<file path="config.mk">
export PLATFORM = sky130hd
export DESIGN_NAME = monitor_multi
export DESIGN_NICKNAME = d
export VERILOG_FILES = /design/src/rtl/monitor_multi_pkg.sv /design/src/rtl/monitor_channel.sv /design/src/rtl/monitor_multi.sv
export SDC_FILE = /design/constraint.sdc
export NUM_CORES = 1
export LEC_CHECK = 0
export BUFFER_PORTS_ARGS = -buffer_cell sky130_fd_sc_hd__buf_2
export CELL_PAD_IN_SITES_DETAIL_PLACEMENT = 2
export CELL_PAD_IN_SITES_GLOBAL_PLACEMENT = 2
export CORE_MARGIN = 2
export CORE_UTILIZATION = 24
export DETAILED_ROUTE_END_ITERATION = 16
export PLACE_DENSITY = 0.77
export SLEW_MARGIN = 40
export SYNTH_ARGS = -nofsm -noshare
export SYNTH_HDL_FRONTEND = slang
export SYNTH_SLANG_ARGS = --single-unit
</file>
<file path="constraint.sdc">
create_clock -name clk -period 5 [get_ports clk]
set_input_delay 0.5 -clock clk [delete_from_list [all_inputs] [get_ports clk]]
set_output_delay 0.5 -clock clk [all_outputs]
set_load 0.005 [all_outputs]
</file>
<file path="src/rtl/monitor_multi_pkg.sv">
// monitor_multi_pkg: shared state encoding and fault cause bit positions for the multi-channel monitor
package monitor_multi_pkg;
  typedef enum logic [1:0] {
    ST_NORMAL     = 2'd0,
    ST_BORDERLINE = 2'd1,
    ST_ATTENTION  = 2'd2,
    ST_EMERGENCY  = 2'd3
  } level_t;
  localparam int CAUSE_DELTA = 0;
  localparam int CAUSE_SIGN  = 1;
  localparam int CAUSE_BCD   = 2;
endpackage

</file>
<file path="src/rtl/monitor_channel.sv">
// monitor_channel: one channel's level classifier, persistence counter, fault latch and first_run flag
//  clk, rst_n      clock, synchronous active-low reset
//  smp             sample accepted this cycle (enable already applied)
//  value_bcd/sign  sample magnitude and sign bit; delta_bcd |new - previous|
//  ack             clears the latched fault, its cause and the persistence count
//  state/state_d   registered level and its next value (feeds the top's reductions)
//  fault/fault_d   registered fault latch and its next value; cause {bad_bcd, sign_chg, delta}
module monitor_channel
  import monitor_multi_pkg::*;
#(
  parameter int                   DIGITS    = 3,
  parameter logic [4*DIGITS-1:0]  T_BORDER  = 'h400,
  parameter logic [4*DIGITS-1:0]  T_ATTN    = 'h470,
  parameter logic [4*DIGITS-1:0]  T_EMERG   = 'h500,
  parameter logic [4*DIGITS-1:0]  DELTA_MAX = 'h050,
  parameter logic [4*DIGITS-1:0]  HYST      = 'h010,
  parameter int                   PERSIST   = 3
) (
  input  logic                  clk,
  input  logic                  rst_n,
  input  logic                  smp,
  input  logic [4*DIGITS-1:0]   value_bcd,
  input  logic                  value_sign,
  input  logic [4*DIGITS-1:0]   delta_bcd,
  input  logic                  ack,
  output logic [1:0]            state,
  output logic [1:0]            state_d,
  output logic                  fault,
  output logic                  fault_d,
  output logic [2:0]            cause
);
  localparam int W  = 4*DIGITS;
  localparam int CW = $clog2(PERSIST+1);
  function automatic logic bcd_valid(input logic [W-1:0] v);
    for (int d = 0; d < DIGITS; d++)
      if (v[4*d+:4] > 4'd9) return 1'b0;
    return 1'b1;
  endfunction
  function automatic logic [W-1:0] bcd_sub(input logic [W-1:0] a, input logic [W-1:0] b);
    logic [W-1:0] r;
    int t;
    int br;
    r  = '0;
    br = 0;
    for (int d = 0; d < DIGITS; d++) begin
      t  = int'(a[4*d+:4]) - int'(b[4*d+:4]) - br;
      br = (t < 0) ? 1 : 0;
      t  = (t < 0) ? t + 10 : t;
      r[4*d+:4] = t[3:0];
    end
    return r;
  endfunction
  // De-escalation thresholds are taken in BCD so that e.g. 40.0-1.0 gives 39.0, not binary 0x3F0
  localparam logic [W-1:0] THR_B = bcd_sub(T_BORDER, HYST);
  localparam logic [W-1:0] THR_A = bcd_sub(T_ATTN,   HYST);
  localparam logic [W-1:0] THR_E = bcd_sub(T_EMERG,  HYST);
  logic [CW-1:0] cnt, cnt_b, cnt_i, cnt_d;
  logic          first_run, first_d, sign_prev, sign_d;
  logic [2:0]    cause_d, c_new;
  logic [W-1:0]  thr;
  level_t        lvl;
  always_comb begin
    lvl = (value_bcd < T_BORDER) ? ST_NORMAL :
          (value_bcd < T_ATTN)   ? ST_BORDERLINE :
          (value_bcd < T_EMERG)  ? ST_ATTENTION : ST_EMERGENCY;
    thr = (state == ST_BORDERLINE) ? THR_B : (state == ST_ATTENTION) ? THR_A : THR_E;
    c_new = '0;
    c_new[CAUSE_BCD]   = !bcd_valid(value_bcd) || !bcd_valid(delta_bcd);
    c_new[CAUSE_SIGN]  = !first_run && (value_sign != sign_prev);
    c_new[CAUSE_DELTA] = !first_run && (delta_bcd > DELTA_MAX);
    cnt_b   = ack ? '0 : cnt;
    cnt_i   = cnt_b + 1'b1;
    state_d = state;
    fault_d = fault && !ack;
    cause_d = ack ? 3'b000 : cause;
    cnt_d   = cnt_b;
    first_d = first_run;
    sign_d  = sign_prev;
    if (smp) begin
      first_d = 1'b0;
      sign_d  = value_sign;
      if (|c_new) begin
        // A new fault outranks an ack arriving in the same cycle
        fault_d = 1'b1;
        cause_d = cause_d | c_new;
        state_d = ST_EMERGENCY;
        cnt_d   = '0;
      end else if (!fault) begin
        if (lvl > state) begin
          state_d = lvl;
          cnt_d   = '0;
        end else if (state != ST_NORMAL && value_bcd < thr) begin
          state_d = (cnt_i == CW'(PERSIST)) ? lvl : state;
          cnt_d   = (cnt_i == CW'(PERSIST)) ? '0 : cnt_i;
        end else begin
          cnt_d = '0;
        end
      end
    end
  end
  always_ff @(posedge clk) begin
    if (!rst_n) begin
      state     <= ST_NORMAL;
      cnt       <= '0;
      fault     <= 1'b0;
      cause     <= 3'b000;
      first_run <= 1'b1;
      sign_prev <= 1'b0;
    end else begin
      state     <= state_d;
      cnt       <= cnt_d;
      fault     <= fault_d;
      cause     <= cause_d;
      first_run <= first_d;
      sign_prev <= sign_d;
    end
  end
endmodule

</file>
<file path="src/rtl/monitor_multi.sv">
// monitor_multi: N-channel BCD temperature classifier with hysteresis, persistence and latched faults
//  clk, rst_n    clock, synchronous active-low reset
//  en            global sample enable; smp_valid per-channel strobes
//  value_bcd     packed magnitudes, ch i at [i*W +: W]; value_sign per-channel sign
//  delta_bcd     packed |new - previous| magnitudes; fault_ack per-channel fault clear
//  state         packed 2-bit levels; worst_state max level; fault/fault_cause latched faults
//  alarm         any fault or worst level EMERGENCY; all outputs registered
module monitor_multi
  import monitor_multi_pkg::*;
#(
  parameter int                   NUM_CH    = 4,
  parameter int                   DIGITS    = 3,
  parameter logic [4*DIGITS-1:0]  T_BORDER  = 'h400,
  parameter logic [4*DIGITS-1:0]  T_ATTN    = 'h470,
  parameter logic [4*DIGITS-1:0]  T_EMERG   = 'h500,
  parameter logic [4*DIGITS-1:0]  DELTA_MAX = 'h050,
  parameter logic [4*DIGITS-1:0]  HYST      = 'h010,
  parameter int                   PERSIST   = 3
) (
  input  logic                        clk,
  input  logic                        rst_n,
  input  logic                        en,
  input  logic [NUM_CH-1:0]           smp_valid,
  input  logic [NUM_CH*4*DIGITS-1:0]  value_bcd,
  input  logic [NUM_CH-1:0]           value_sign,
  input  logic [NUM_CH*4*DIGITS-1:0]  delta_bcd,
  input  logic [NUM_CH-1:0]           fault_ack,
  output logic [2*NUM_CH-1:0]         state,
  output logic [1:0]                  worst_state,
  output logic [NUM_CH-1:0]           fault,
  output logic [3*NUM_CH-1:0]         fault_cause,
  output logic                        alarm
);
  localparam int W = 4*DIGITS;
  logic [1:0]        st_d [NUM_CH];
  logic [NUM_CH-1:0] fault_d;
  logic [1:0]        worst_d;
  for (genvar g = 0; g < NUM_CH; g++) begin : g_ch
    monitor_channel #(
      .DIGITS(DIGITS), .T_BORDER(T_BORDER), .T_ATTN(T_ATTN), .T_EMERG(T_EMERG),
      .DELTA_MAX(DELTA_MAX), .HYST(HYST), .PERSIST(PERSIST)
    ) u_ch (
      .clk        (clk),
      .rst_n      (rst_n),
      .smp        (en && smp_valid[g]),
      .value_bcd  (value_bcd[g*W+:W]),
      .value_sign (value_sign[g]),
      .delta_bcd  (delta_bcd[g*W+:W]),
      .ack        (fault_ack[g]),
      .state      (state[2*g+:2]),
      .state_d    (st_d[g]),
      .fault      (fault[g]),
      .fault_d    (fault_d[g]),
      .cause      (fault_cause[3*g+:3])
    );
  end
  // Reduce over next-state values so worst_state/alarm update in the same cycle as state
  always_comb begin
    worst_d = ST_NORMAL;
    for (int i = 0; i < NUM_CH; i++)
      worst_d = (st_d[i] > worst_d) ? st_d[i] : worst_d;
  end
  always_ff @(posedge clk) begin
    if (!rst_n) begin
      worst_state <= ST_NORMAL;
      alarm       <= 1'b0;
    end else begin
      worst_state <= worst_d;
      alarm       <= (|fault_d) || (worst_d == ST_EMERGENCY);
    end
  end
endmodule
</file>
### Word level (Yosys, flattened, before mapping)

Index checks and enable logic that the tools add are counted.

* memories: 0
* input bits: 111
* latch bits: 0
* ROM bits: 0
* memory bits (writable): 0
* output and inout port bits: 27
* bits in registers: 43

* equal/unequal tests: 17
* shift operators: 0
* div/mod/pow operators: 0
* multiplexer cells: 200
* bitwise logic cells: 4
* reduce and logical (&&, ||, !) cells: 50
* $mul: 0
* add/sub/neg operators: 4
* order comparisons: 52

Operator list (count)
* 12-bit by 11-bit < comparator with 1-bit output, second input constant: 12
* 2-bit two-way mux: 64
* 1-bit two-way mux: 116
* 4-bit greater-than comparator, second input constant: 24
* 12-bit by 7-bit greater-than comparator with 1-bit output, second input constant: 4
* 12-bit < comparator: 4
* 12-bit two-way mux: 4
* 3-bit two-way mux: 12
* 8-bit two-way mux: 4
* 1-bit logical AND: 20
* 2-bit == test, second input constant: 9
* 1-bit logical NOT: 16
* 2-bit greater-than comparator: 7
* 3-bit OR: 4
* 3-bit OR reduction: 4
* 2-bit by 1-bit adder with 2-bit output, second input constant: 4
* 2-bit by 1-bit == test with 1-bit output, second input constant: 4
* 2-bit nonzero test: 4
* 1-bit logical OR: 5
* 1-bit inequality test: 4
* 4-bit OR reduction: 1
* 2-bit by 1-bit greater-than comparator with 1-bit output, second input constant: 1

### Logic depth before layout (Yosys ltp)

Gate-level depths: netlist of the first run.

* depth in word-level cells: 22
* depth in mapped cells: 29
* depth with buffers taken out: 29

### Hierarchy

A second synthesis of the first run with hierarchy kept.

* cell total of the unflattened synthesis: 470
* area total of the unflattened synthesis: 3714.8 um^2

Modules (own cells, without submodules)
* monitor_channel: cells each 106, area an instance 837.1 um^2, times used 4, seq. area each 200.2 um^2
* monitor_multi: cells each 46, area an instance 366.6 um^2, times used 1, seq. area each 60.1 um^2

### Worst setup path before layout of the first run

No wires, ideal clock.

* path type: input port to flip-flop
* start point: input value_bcd[5]
* end point: register alarm
* path buffers: 0
* data required time: 4.884 ns
* arrival time: 4.986 ns
* library setup time: 0.116 ns
* setup slack: -0.102 ns
* stages on the path: 27
* cell sequence: a31o_2 o31ai_1 nand2b_1 ha_1 and2_1 nor3_1 a31oi_1 or3_1 o21ai_0 ha_1 nor2_1 o22ai_1 o41ai_1 a21oi_1 o21bai_1 ha_1 inv_1 o22ai_1 o21ai_0 or2_2 and2_1 ha_1 nand2b_1 o21ai_0 a31oi_1 a32o_1 a31o_1

* word-level cells in the longest chain between the ends: 21
* elaborated cells between the ends (all ways): 43

Ends and longest elaborated chain
* start, declared: RTL line monitor_multi.sv:24 `input logic [NUM_CH*4*DIGITS-1:0] value_bcd,`
* parallel branches: the longest is 20 deep, another holds 12-bit by 11-bit < comparator with 1-bit output
* 1-bit logical OR (*): RTL line monitor_multi.sv:69 `alarm <= (|fault_d) || (worst_d == ST_EMERGENCY);`
* end signal, assigned: RTL line monitor_multi.sv:69
* end, declared: RTL line monitor_multi.sv:32 `output logic alarm`

Mark *: on every way between the ends. The select of a mux whose other input is x is not followed.
A chain may end at the register's enable or synchronous reset.

### Final worst setup path of the first run

* start point: register g_ch[0].u_ch.state[0]
* end point: register alarm

* word-level cells in the longest chain between the ends: 20
* elaborated cells between the ends (all ways): 24

Ends and longest elaborated chain
* start, declared: RTL line monitor_channel.sv:26 `output logic [1:0] state,`
* start signal, assigned: RTL line monitor_channel.sv:110 `state <= state_d;`
* 2-bit == test: RTL line monitor_channel.sv:66 `thr = (state == ST_BORDERLINE) ? THR_B : (state == ST_ATTENTION) ? THR_A : THR_E;`
* 8-bit two-way mux: RTL line monitor_channel.sv:66
* 12-bit two-way mux: RTL line monitor_channel.sv:66
* 12-bit < comparator: RTL line monitor_channel.sv:92 `end else if (state != ST_NORMAL && value_bcd < thr) begin`
* 1-bit logical AND: RTL line monitor_channel.sv:92
* 2-bit two-way mux: RTL line monitor_channel.sv:92
* 2-bit two-way mux: RTL line monitor_channel.sv:89 `if (lvl > state) begin`
* 2-bit two-way mux: RTL line monitor_channel.sv:88 `end else if (!fault) begin`
* [... 4 more ...]
* 2-bit greater-than comparator: RTL line monitor_multi.sv:61 `worst_d = (st_d[i] > worst_d) ? st_d[i] : worst_d;`
* 2-bit two-way mux (*): RTL line monitor_multi.sv:61
* 2-bit greater-than comparator: RTL line monitor_multi.sv:61
* 2-bit two-way mux (*): RTL line monitor_multi.sv:61
* 2-bit greater-than comparator: RTL line monitor_multi.sv:61
* 2-bit two-way mux (*): RTL line monitor_multi.sv:61
* 2-bit == test (*): RTL line monitor_multi.sv:69
* 1-bit logical OR (*): RTL line monitor_multi.sv:69

Mark *: on every way between the ends. The rest lies on a longest branch, timed or not.

==> results of run 1 <==
[state kept, by name (all words and copies together) (netlist names)]
register / count
g_ch.u_ch.cnt: 8
g_ch.u_ch.fault: 4
g_ch.u_ch.sign_prev: 4
g_ch.u_ch.first_run: 4
worst_state: 2
alarm: 1
g_ch.u_ch.cause: 12
g_ch.u_ch.state: 8
[timing repair]
| item | CTS | global route |
|---|---|---|
| gates resized for setup | 23 | 55 |
| hold endpoints to repair | 0 | 0 |
| buffers inserted | 13 | 6 |
| setup endpoints to repair | 2 | 2 |
| pin swaps | 16 | 29 |
[kinds of logic after synthesis]
kind of cell	Yosys count	synth area share [%]
fa+ha+maj	41	14.57
simple gates	191	26.72
buf+inv	45	5.259
xor+xnor	4	0.9952
compound gates	153	27.72
flops	43	24.45
mux	1	0.2843
[per-stage QoR]
step,utilization (%),power (mW)
2_1_floorplan,-,0.5777
3_3_place_gp,32.15,0.7369
3_5_place_dp,32.15,0.7664
4_1_cts,34.57,1.149
5_1_grt,36.94,1.309
6_report,36.94,1.227
[where the power goes]
part,switching (mW),internal (mW),total [mW]
sequential,0.0166,0.362,0.378
combinational,0.253,0.262,0.514
clock,0.139,0.195,0.334
[synth_stat cells, types with 3 or more instances]
| cell | n |
|---|---|
| sky130_fd_sc_hd__ha_1 | 41 |
| sky130_fd_sc_hd__a21o_1 | 4 |
| sky130_fd_sc_hd__a22oi_1 | 3 |
| sky130_fd_sc_hd__nand2b_1 | 12 |
| sky130_fd_sc_hd__buf_4 | 4 |
| sky130_fd_sc_hd__a31o_2 | 5 |
| sky130_fd_sc_hd__o21a_1 | 6 |
| sky130_fd_sc_hd__clkbuf_1 | 7 |
| sky130_fd_sc_hd__dfxtp_1 | 43 |
| sky130_fd_sc_hd__o31ai_1 | 6 |
| sky130_fd_sc_hd__nand2_1 | 53 |
| sky130_fd_sc_hd__xor2_1 | 3 |
| sky130_fd_sc_hd__o21bai_1 | 3 |
| sky130_fd_sc_hd__nor3_1 | 15 |
| sky130_fd_sc_hd__o41a_1 | 4 |
| sky130_fd_sc_hd__a2bb2oi_1 | 3 |
| sky130_fd_sc_hd__inv_1 | 33 |
| sky130_fd_sc_hd__nor2_1 | 61 |
| sky130_fd_sc_hd__nor3b_1 | 3 |
| sky130_fd_sc_hd__o21ai_0 | 49 |
| sky130_fd_sc_hd__nand4_1 | 6 |
| sky130_fd_sc_hd__a21oi_1 | 37 |
| sky130_fd_sc_hd__or2_2 | 4 |
| sky130_fd_sc_hd__nor2b_1 | 5 |
| sky130_fd_sc_hd__and2_1 | 14 |
| sky130_fd_sc_hd__or3_1 | 4 |
| sky130_fd_sc_hd__a31oi_1 | 6 |
| sky130_fd_sc_hd__o22ai_1 | 4 |
[cell type report]
class	count	area (µm²)	area share [%]
Sequential cell	43	867.1	16.28
Inverter	33	128.9	2.419
Clock inverter	1	5.005	0.09394
Tap cell	184	230.2	4.321
Clock buffer	6	138.9	2.607
Timing Repair Buffer	189	1121	21.04
Multi-Input combinational cell	390	2836	53.24
[per-layer routing]
metal  track usage, %  vias up  part of all wire (%)
met5                0        -                     0
met4            5.686        0                   1.8
met3            2.525       15                   3.4
met2            36.00       98                    55
met1            19.23     2093                    40
li1                 -     2079                     -
[worst min-delay path by stage]
| stage | startpoint | to | slack (ns) | cells past startpoint |
|---|---|---|---|---|
| global route | fault_ack[3] | g_ch[3].u_ch.cnt[1]$_SDFF_PN0_ | 0.45 | 2 |
| finish | fault_ack[3] | g_ch[3].u_ch.cnt[1]$_SDFF_PN0_ | 0.44 | 2 |
| detailed placement | g_ch[3].u_ch.first_run$_SDFFE_PN1P_ | g_ch[3].u_ch.first_run$_SDFFE_PN1P_ | 0.46 | 2 |
| global placement | g_ch[3].u_ch.first_run$_SDFFE_PN1P_ | g_ch[3].u_ch.first_run$_SDFFE_PN1P_ | 0.45 | 2 |
| floorplan | g_ch[3].u_ch.first_run$_SDFFE_PN1P_ | g_ch[3].u_ch.first_run$_SDFFE_PN1P_ | 0.43 | 2 |
| CTS | fault_ack[0] | g_ch[0].u_ch.cnt[1]$_SDFF_PN0_ | 0.42 | 2 |
[worst max-delay path, cell delays in order, from the launching register on]
cell and delay [ns]:
sky130_fd_sc_hd__dfxtp_1 0.34, sky130_fd_sc_hd__nand2b_2 0.17, sky130_fd_sc_hd__inv_1 0.07, sky130_fd_sc_hd__ha_1 0.20
sky130_fd_sc_hd__or3_1 0.35, sky130_fd_sc_hd__o211ai_1 0.27, sky130_fd_sc_hd__a31oi_2 0.16, sky130_fd_sc_hd__or3_4 0.40
sky130_fd_sc_hd__o21ai_4 0.20, sky130_fd_sc_hd__ha_4 0.25, sky130_fd_sc_hd__nor2_4 0.12, sky130_fd_sc_hd__o22ai_4 0.08
sky130_fd_sc_hd__o41ai_2 0.05, sky130_fd_sc_hd__a21oi_1 0.09, sky130_fd_sc_hd__o21bai_4 0.19, sky130_fd_sc_hd__ha_4 0.27
sky130_fd_sc_hd__inv_4 0.03, sky130_fd_sc_hd__o22ai_4 0.17, sky130_fd_sc_hd__o21ai_2 0.09, sky130_fd_sc_hd__or2_4 0.25
sky130_fd_sc_hd__and2_4 0.16, sky130_fd_sc_hd__ha_4 0.27, sky130_fd_sc_hd__nand2b_4 0.05, sky130_fd_sc_hd__o21ai_4 0.08
sky130_fd_sc_hd__a31oi_4 0.05, sky130_fd_sc_hd__a32o_2 0.29, sky130_fd_sc_hd__a31o_1 0.18
==> results.py, run 1 <==
metrics = {
    "floorplanning": {
        "ios": 138,
        "start_util_pct": 24.41,
        "dieArea_um2": 15660,
        "die_height_um": 125.1,
        "fp-row-count": 44,
        "floorplan.core_area_um2": 14420,
        "chipWidth_um": 125.1,
    },
    "synthesis": {
        "synth.avg_cell_area_um2": 7.366,
        "ys_seq_elements": 43,
        "netlist_instances": 478,
        "synth.cell_area_um2": 3521,
        "netlist_top_cells_area": "sky130_fd_sc_hd__dfxtp_1, sky130_fd_sc_hd__ha_1, sky130_fd_sc_hd__o21ai_0",
        "synth-edff-count": 0,
        "synth_ff_type": "sky130_fd_sc_hd__dfxtp_1",
        "yosysSeqAreaShare_pct": 24.45,
        "synth.yosys.warnings": 0,
        "synth.distinct_cells": 59,
        "synthArstFlopShare_pct": 0,
        "mappedNetlistNets": 630,
        "synth_top_cell_area_share_pct": 24.45,
        "synth_largest_area_cell": "sky130_fd_sc_hd__dfxtp_1",
    },
    "global_route": {
        "grt_max_degree": 32,
        "vias_in_the_first_global_route": 4838,
        "grt_util_all_layers_pct": 18.02,
        "antenna_violations_before_repair": 0,
        "grt-ovfl-total": 0,
        "grt_pass1_wl_mm": 23.32,
    },
    "routing": {
        "route.final.wire_length_mm": 14.75,
        "routed_via_density": 5.065,
        "drc": 0,
        "drt-pass1-iter-count": 4,
        "drt_iter0_drc": 165,
        "detailed_route_wire_length_per_cell_um": 17.43,
        "routed-via-count": 4285,
        "drt.antenna.violating_nets": 0,
    },
    "power": {
        "power-per-cell-area_nw_per_um2": 230.3,
        "peakVddDrop_uv": 112.2,
        "leakage_nw": 2.478,
    },
    "layout": {
        "synthToLayoutAreaGrowth_pct": 51.31,
        "diodes_inserted": 0,
        "fillCellCount": 1701,
        "finish.cell_count_without_fillers": 846,
        "layout.cells.most_common": "sky130_fd_sc_hd__buf_2",
        "commonest_cells_after_routing_fill_and_taps_aside": "sky130_fd_sc_hd__buf_2, sky130_fd_sc_hd__nor2_1, sky130_fd_sc_hd__buf_4",
        "layout_net_count": 814,
        "drive_gt1_share_pct": 38.97,
        "fin_area_um2": 5328,
    },
    "sta": {
        "worst_hold_slack_ns": 0.4394,
        "rsz0062_at_grt": "true",
        "layout_setup_ws_ns": 0.02065,
        "clock_skew_ns": 0.007590,
        "max_clock_freq_ghz": 0.2008,
        "timing.setup.tns_ns": 0,
        "setup_viol_count_final": 0,
        "layout_worst_path_cycle_share_pct": 99.59,
        "worst_slew_margin_rel_pct": 67.89,
        "final_hold_viol_count": 0,
        "final-max-slew-violation-count": 0,
        "worstMarginPinSlew_ns": 0.4776,
        "finalCriticalPeriod_ns": 4.979,
    },
    "critical_path": {
        "timing.reg2reg.setup_slack_ns": 0.02,
        "critPathArrivalTime_ns": 5.16,
        "regToRegEndpoint": "alarm$_SDFF_PN0_",
        "r2r_cells": 26,
        "largest_fanout_on_the_critical_path": 4,
        "start_kind": "flop",
        "timing.setup.critical_path_class": "reg -> reg",
        "crit_end": "alarm$_SDFF_PN0_",
        "critical_path.reg2reg.startpoint": "g_ch[0].u_ch.state[0]$_SDFF_PN0_",
        "setup.worst_path.start": "g_ch[0].u_ch.state[0]$_SDFF_PN0_",
        "cp.required_ns": 5.18,
        "worstSetupEndpointType": "flop",
    },
    "placement": {
        "detailed_place_hpwl_mm": 11.21,
        "placement.io_buffers": 133,
        "pre_cts_ws_ns": -0.6975,
        "finalWeightedCongestion": 0.8168,
        "numPlacedInstances": 820,
        "placed_cell_area_um2": 4637,
    },
    "cts": {
        "clock-sinks": 43,
        "post_cts_hold_buffer_count": 0,
        "cts-htree-levels": 2,
        "clock_tree.buffer_depth": 2,
        "clock_tree.root_cell": "sky130_fd_sc_hd__clkbuf_16",
        "clk_pin_slew_worst_paths_ns": 0.07,
        "cts_buffers": 5,
        "tritoncts_clock_tree": "built",
        "clock_latency_at_the_later_pin_of_the_worst_skew_pair_ns": 0.29,
    },
    "run_status": {
        "result_of_the_run": "complete, no violations",
    },
    "flow_run": {
        "cap_viol_max_count": 0,
    },
    "hold_path": {
        "hold_path.class": "in -> reg",
    },
}
No activity file was read; power rests on OpenSTA's default activity.
==> run 2: changes to the inputs <==
Settings changed: ABC_AREA set to 1, CORE_UTILIZATION 24 to 23, PLACE_DENSITY 0.77 to 0.76.
==> run 2 against run 1 <==
Against the previous run:
- register-to-register slack better by 0.54 ns
- setup slack better by 0.54 ns
- combinational power is 26% lower
- fmax is 12% higher
- largest cell class unchanged
- synthesized area is 6.0% higher
- critical path type unchanged
- first-iteration DRC count is 50% lower
- cell area is 9.9% lower
- hold slack better by 0.028 ns
- critical endpoint unchanged
- clock skew is 0.0010 ns higher
- die area is 10% higher
- sequential power hardly changed
==> results.py, run 2 <==
metrics = {
    "routing": {
        "route.final.wire_length_mm": 13.24,
        "drt.antenna.violating_nets": 0,
        "routed-via-count": 4321,
        "drt_iter0_drc": 82,
        "drc": 0,
        "detailed_route_wire_length_per_cell_um": 14.35,
        "drt-pass1-iter-count": 4,
        "routed_via_density": 4.681,
    },
    "cts": {
        "clk_pin_slew_worst_paths_ns": 0.07,
        "clock_tree.root_cell": "sky130_fd_sc_hd__clkbuf_16",
        "tritoncts_clock_tree": "built",
        "cts_buffers": 5,
        "clock_latency_at_the_later_pin_of_the_worst_skew_pair_ns": 0.29,
        "cts-htree-levels": 2,
        "clock_tree.buffer_depth": 2,
        "post_cts_hold_buffer_count": 0,
        "clock-sinks": 43,
    },
    "layout": {
        "layout.cells.most_common": "sky130_fd_sc_hd__buf_2",
        "drive_gt1_share_pct": 25.46,
        "diodes_inserted": 0,
        "regMostFlops": "g_ch.u_ch.cause",
        "largest_register_ffs": 12,
        "commonest_cells_after_routing_fill_and_taps_aside": "sky130_fd_sc_hd__buf_2, sky130_fd_sc_hd__nand2_1, sky130_fd_sc_hd__inv_1",
        "synthToLayoutAreaGrowth_pct": 28.71,
        "biggestRegsByFlops": "g_ch.u_ch.cause x12, g_ch.u_ch.cnt x8, g_ch.u_ch.state x8",
        "layout_net_count": 859,
        "fillCellCount": 2016,
    },
    "synthesis": {
        "synth_top_cell_area_share_pct": 23.07,
        "netlist_instances": 573,
        "netlist_top_cells_area": "sky130_fd_sc_hd__dfxtp_1, sky130_fd_sc_hd__ha_1, sky130_fd_sc_hd__nand2_1",
        "synthArstFlopShare_pct": 0,
        "synth.yosys.warnings": 0,
        "ys_seq_elements": 43,
        "synth.distinct_cells": 43,
        "synth_largest_area_cell": "sky130_fd_sc_hd__dfxtp_1",
        "synth.cell_area_um2": 3731,
        "netlist_top_cells_count": "sky130_fd_sc_hd__nand2_1, sky130_fd_sc_hd__inv_1, sky130_fd_sc_hd__nor2_1",
        "synth_ff_type": "sky130_fd_sc_hd__dfxtp_1",
        "synth-edff-count": 0,
        "mappedNetlistNets": 725,
        "yosysSeqAreaShare_pct": 23.07,
        "synth.avg_cell_area_um2": 6.511,
        "most_frequently_used_cell_type_in_the_post_synthesis_netlist": "sky130_fd_sc_hd__nand2_1",
    },
    "critical_path": {
        "start_kind": "flop",
        "critical_path.reg2reg.startpoint": "g_ch[0].u_ch.state[0]$_SDFF_PN0_",
        "delay_of_the_slowest_cell_on_the_worst_path_ns": 0.45,
        "cp.required_ns": 5.17,
        "worstSetupEndpointType": "flop",
        "regToRegEndpoint": "alarm$_SDFF_PN0_",
        "r2r_cells": 31,
        "largest_fanout_on_the_critical_path": 5,
        "timing.setup.critical_path_class": "reg -> reg",
        "critPathArrivalTime_ns": 4.61,
        "cp_slowest_cell": "sky130_fd_sc_hd__dfxtp_1",
        "timing.reg2reg.setup_slack_ns": 0.56,
    },
    "floorplanning": {
        "start_util_pct": 23.49,
        "ios": 138,
        "chipWidth_um": 131.4,
        "dieArea_um2": 17260,
        "die_height_um": 131.4,
        "fp-row-count": 46,
        "floorplan.core_area_um2": 15890,
    },
    "power": {
        "leakage_nw": 2.476,
        "power-per-cell-area_nw_per_um2": 234.2,
        "power_mw": 1.125,
        "peakVddDrop_uv": 106.5,
    },
    "global_route": {
        "vias_in_the_first_global_route": 4949,
        "grt_max_degree": 36,
        "grt_pass1_wl_mm": 22.66,
        "grt-ovfl-total": 0,
        "grt_util_all_layers_pct": 15.48,
        "antenna_violations_before_repair": 0,
    },
    "sta": {
        "final-max-slew-violation-count": 0,
        "layout_setup_ws_ns": 0.5592,
        "max_clock_freq_ghz": 0.2252,
        "setup_viol_count_final": 0,
        "final_hold_viol_count": 0,
        "layout_worst_path_cycle_share_pct": 88.82,
        "rsz0062_at_grt": "false",
        "worstMarginPinSlew_ns": 0.5555,
        "clock_skew_ns": 0.008596,
        "finalCriticalPeriod_ns": 4.441,
        "worst_slew_margin_rel_pct": 62.92,
    },
    "run_status": {
        "result_of_the_run": "complete, no violations",
    },
    "placement": {
        "pre_cts_ws_ns": -0.09620,
        "placement.io_buffers": 133,
        "detailed_place_hpwl_mm": 11.62,
        "finalWeightedCongestion": 0.8134,
    },
    "hold_path": {
        "whs_endpoint": "g_ch[2].u_ch.cause[1]$_SDFF_PN0_",
        "worstHoldStart": "g_ch[2].u_ch.cause[1]$_SDFF_PN0_",
        "min_path_cells": 2,
        "hold_path.class": "reg -> reg",
    },
    "flow_run": {
        "cap_viol_max_count": 0,
    },
}
## run 2: cell types whose count changed after synthesis, moves of 8 or more
cell / delta
sky130_fd_sc_hd__and2_1: -13
sky130_fd_sc_hd__inv_1: +59
sky130_fd_sc_hd__nand2_1: +68
sky130_fd_sc_hd__nand2_2: +8
sky130_fd_sc_hd__nand2b_1: -12
sky130_fd_sc_hd__nand3_1: +14
sky130_fd_sc_hd__nand3_2: +8
sky130_fd_sc_hd__nor2_1: +17
sky130_fd_sc_hd__o21ai_0: -24
sky130_fd_sc_hd__o21ai_1: +14
## run 2: logic make-up (layout without fill, tap and decap cells)
kind of cell | after synthesis | in the layout | synth area share [%]
fa+ha+maj | 41 | 41 | 13.75
compound gates | 116 | 116 | 19.48
flops | 43 | 43 | 23.07
buf+inv | 104 | 238 | 10.87
simple gates | 269 | 269 | 32.83
## run 2: critical path: cells and delay by family (launching register included)
kind                     cells  cell delay (ns)
AND/OR/NAND/NOR             16             1.45
flip-flops                   1             0.45
adder cells (fa/ha/maj)      4             1.09
buffers and inverters        6             0.44
AO/OA/AOI/OAI                5             0.88
## run 2: timing repair
action / CTS / global route
resized for setup: 0 / 5
setup endpoints to repair: 0 / 2
setup buffers: 0 / 0
## run 2: worst max path at each step
stage	from	end	slack, ns	cells past startpoint
finish	g_ch[0].u_ch.state[0]$_SDFF_PN0_	alarm$_SDFF_PN0_	0.56	31
global route	g_ch[0].u_ch.state[0]$_SDFF_PN0_	alarm$_SDFF_PN0_	0.04	31
CTS	value_bcd[6]	alarm$_SDFF_PN0_	0.18	34
detailed placement	value_bcd[6]	alarm$_SDFF_PN0_	-0.1	34
global placement	value_bcd[5]	alarm$_SDFF_PN0_	0.27	34
floorplan	value_bcd[5]	alarm$_SDFF_PN0_	0.73	33
## run 2: metrics by stage
stage                     cells  instance area, µm²  hold WS, ns  TNS (ns)  utilization, %
after CTS                   923                4793       0.4727         0           30.17
after global placement      916                4633       0.4558         0           29.17
after global routing        923                4802       0.4947         0           30.23
after detailed placement    916                4634       0.4635   -0.1324           29.17
final                       923                4802       0.4676         0           30.23
after floorplan             573                3731       0.4396         0               -
## run 2: power by group
| group | total (mW) | switching, mW | internal, mW |
|---|---|---|---|
| registers | 0.381 | 0.0176 | 0.363 |
| logic | 0.378 | 0.221 | 0.157 |
| clock network | 0.366 | 0.133 | 0.233 |
## run 2: final cells by class
cell class | instances | area, µm² | area share, %
Clock inverter | 1 | 30.03 | 0.6253
Multi-Input combinational cell | 426 | 2474 | 51.51
Timing Repair Buffer | 134 | 673.1 | 14.02
Inverter | 97 | 365.4 | 7.608
Tap cell | 216 | 270.3 | 5.628
Clock buffer | 6 | 128.9 | 2.684
Sequential cell | 43 | 860.8 | 17.93
## run 2: layer usage
metal / track usage (%) / wire length (µm)
met1: 16.83 / 5515
met2: 31.29 / 7152
met3: 1.775 / 347
met4: 4.046 / 227
met5: 0 / 0
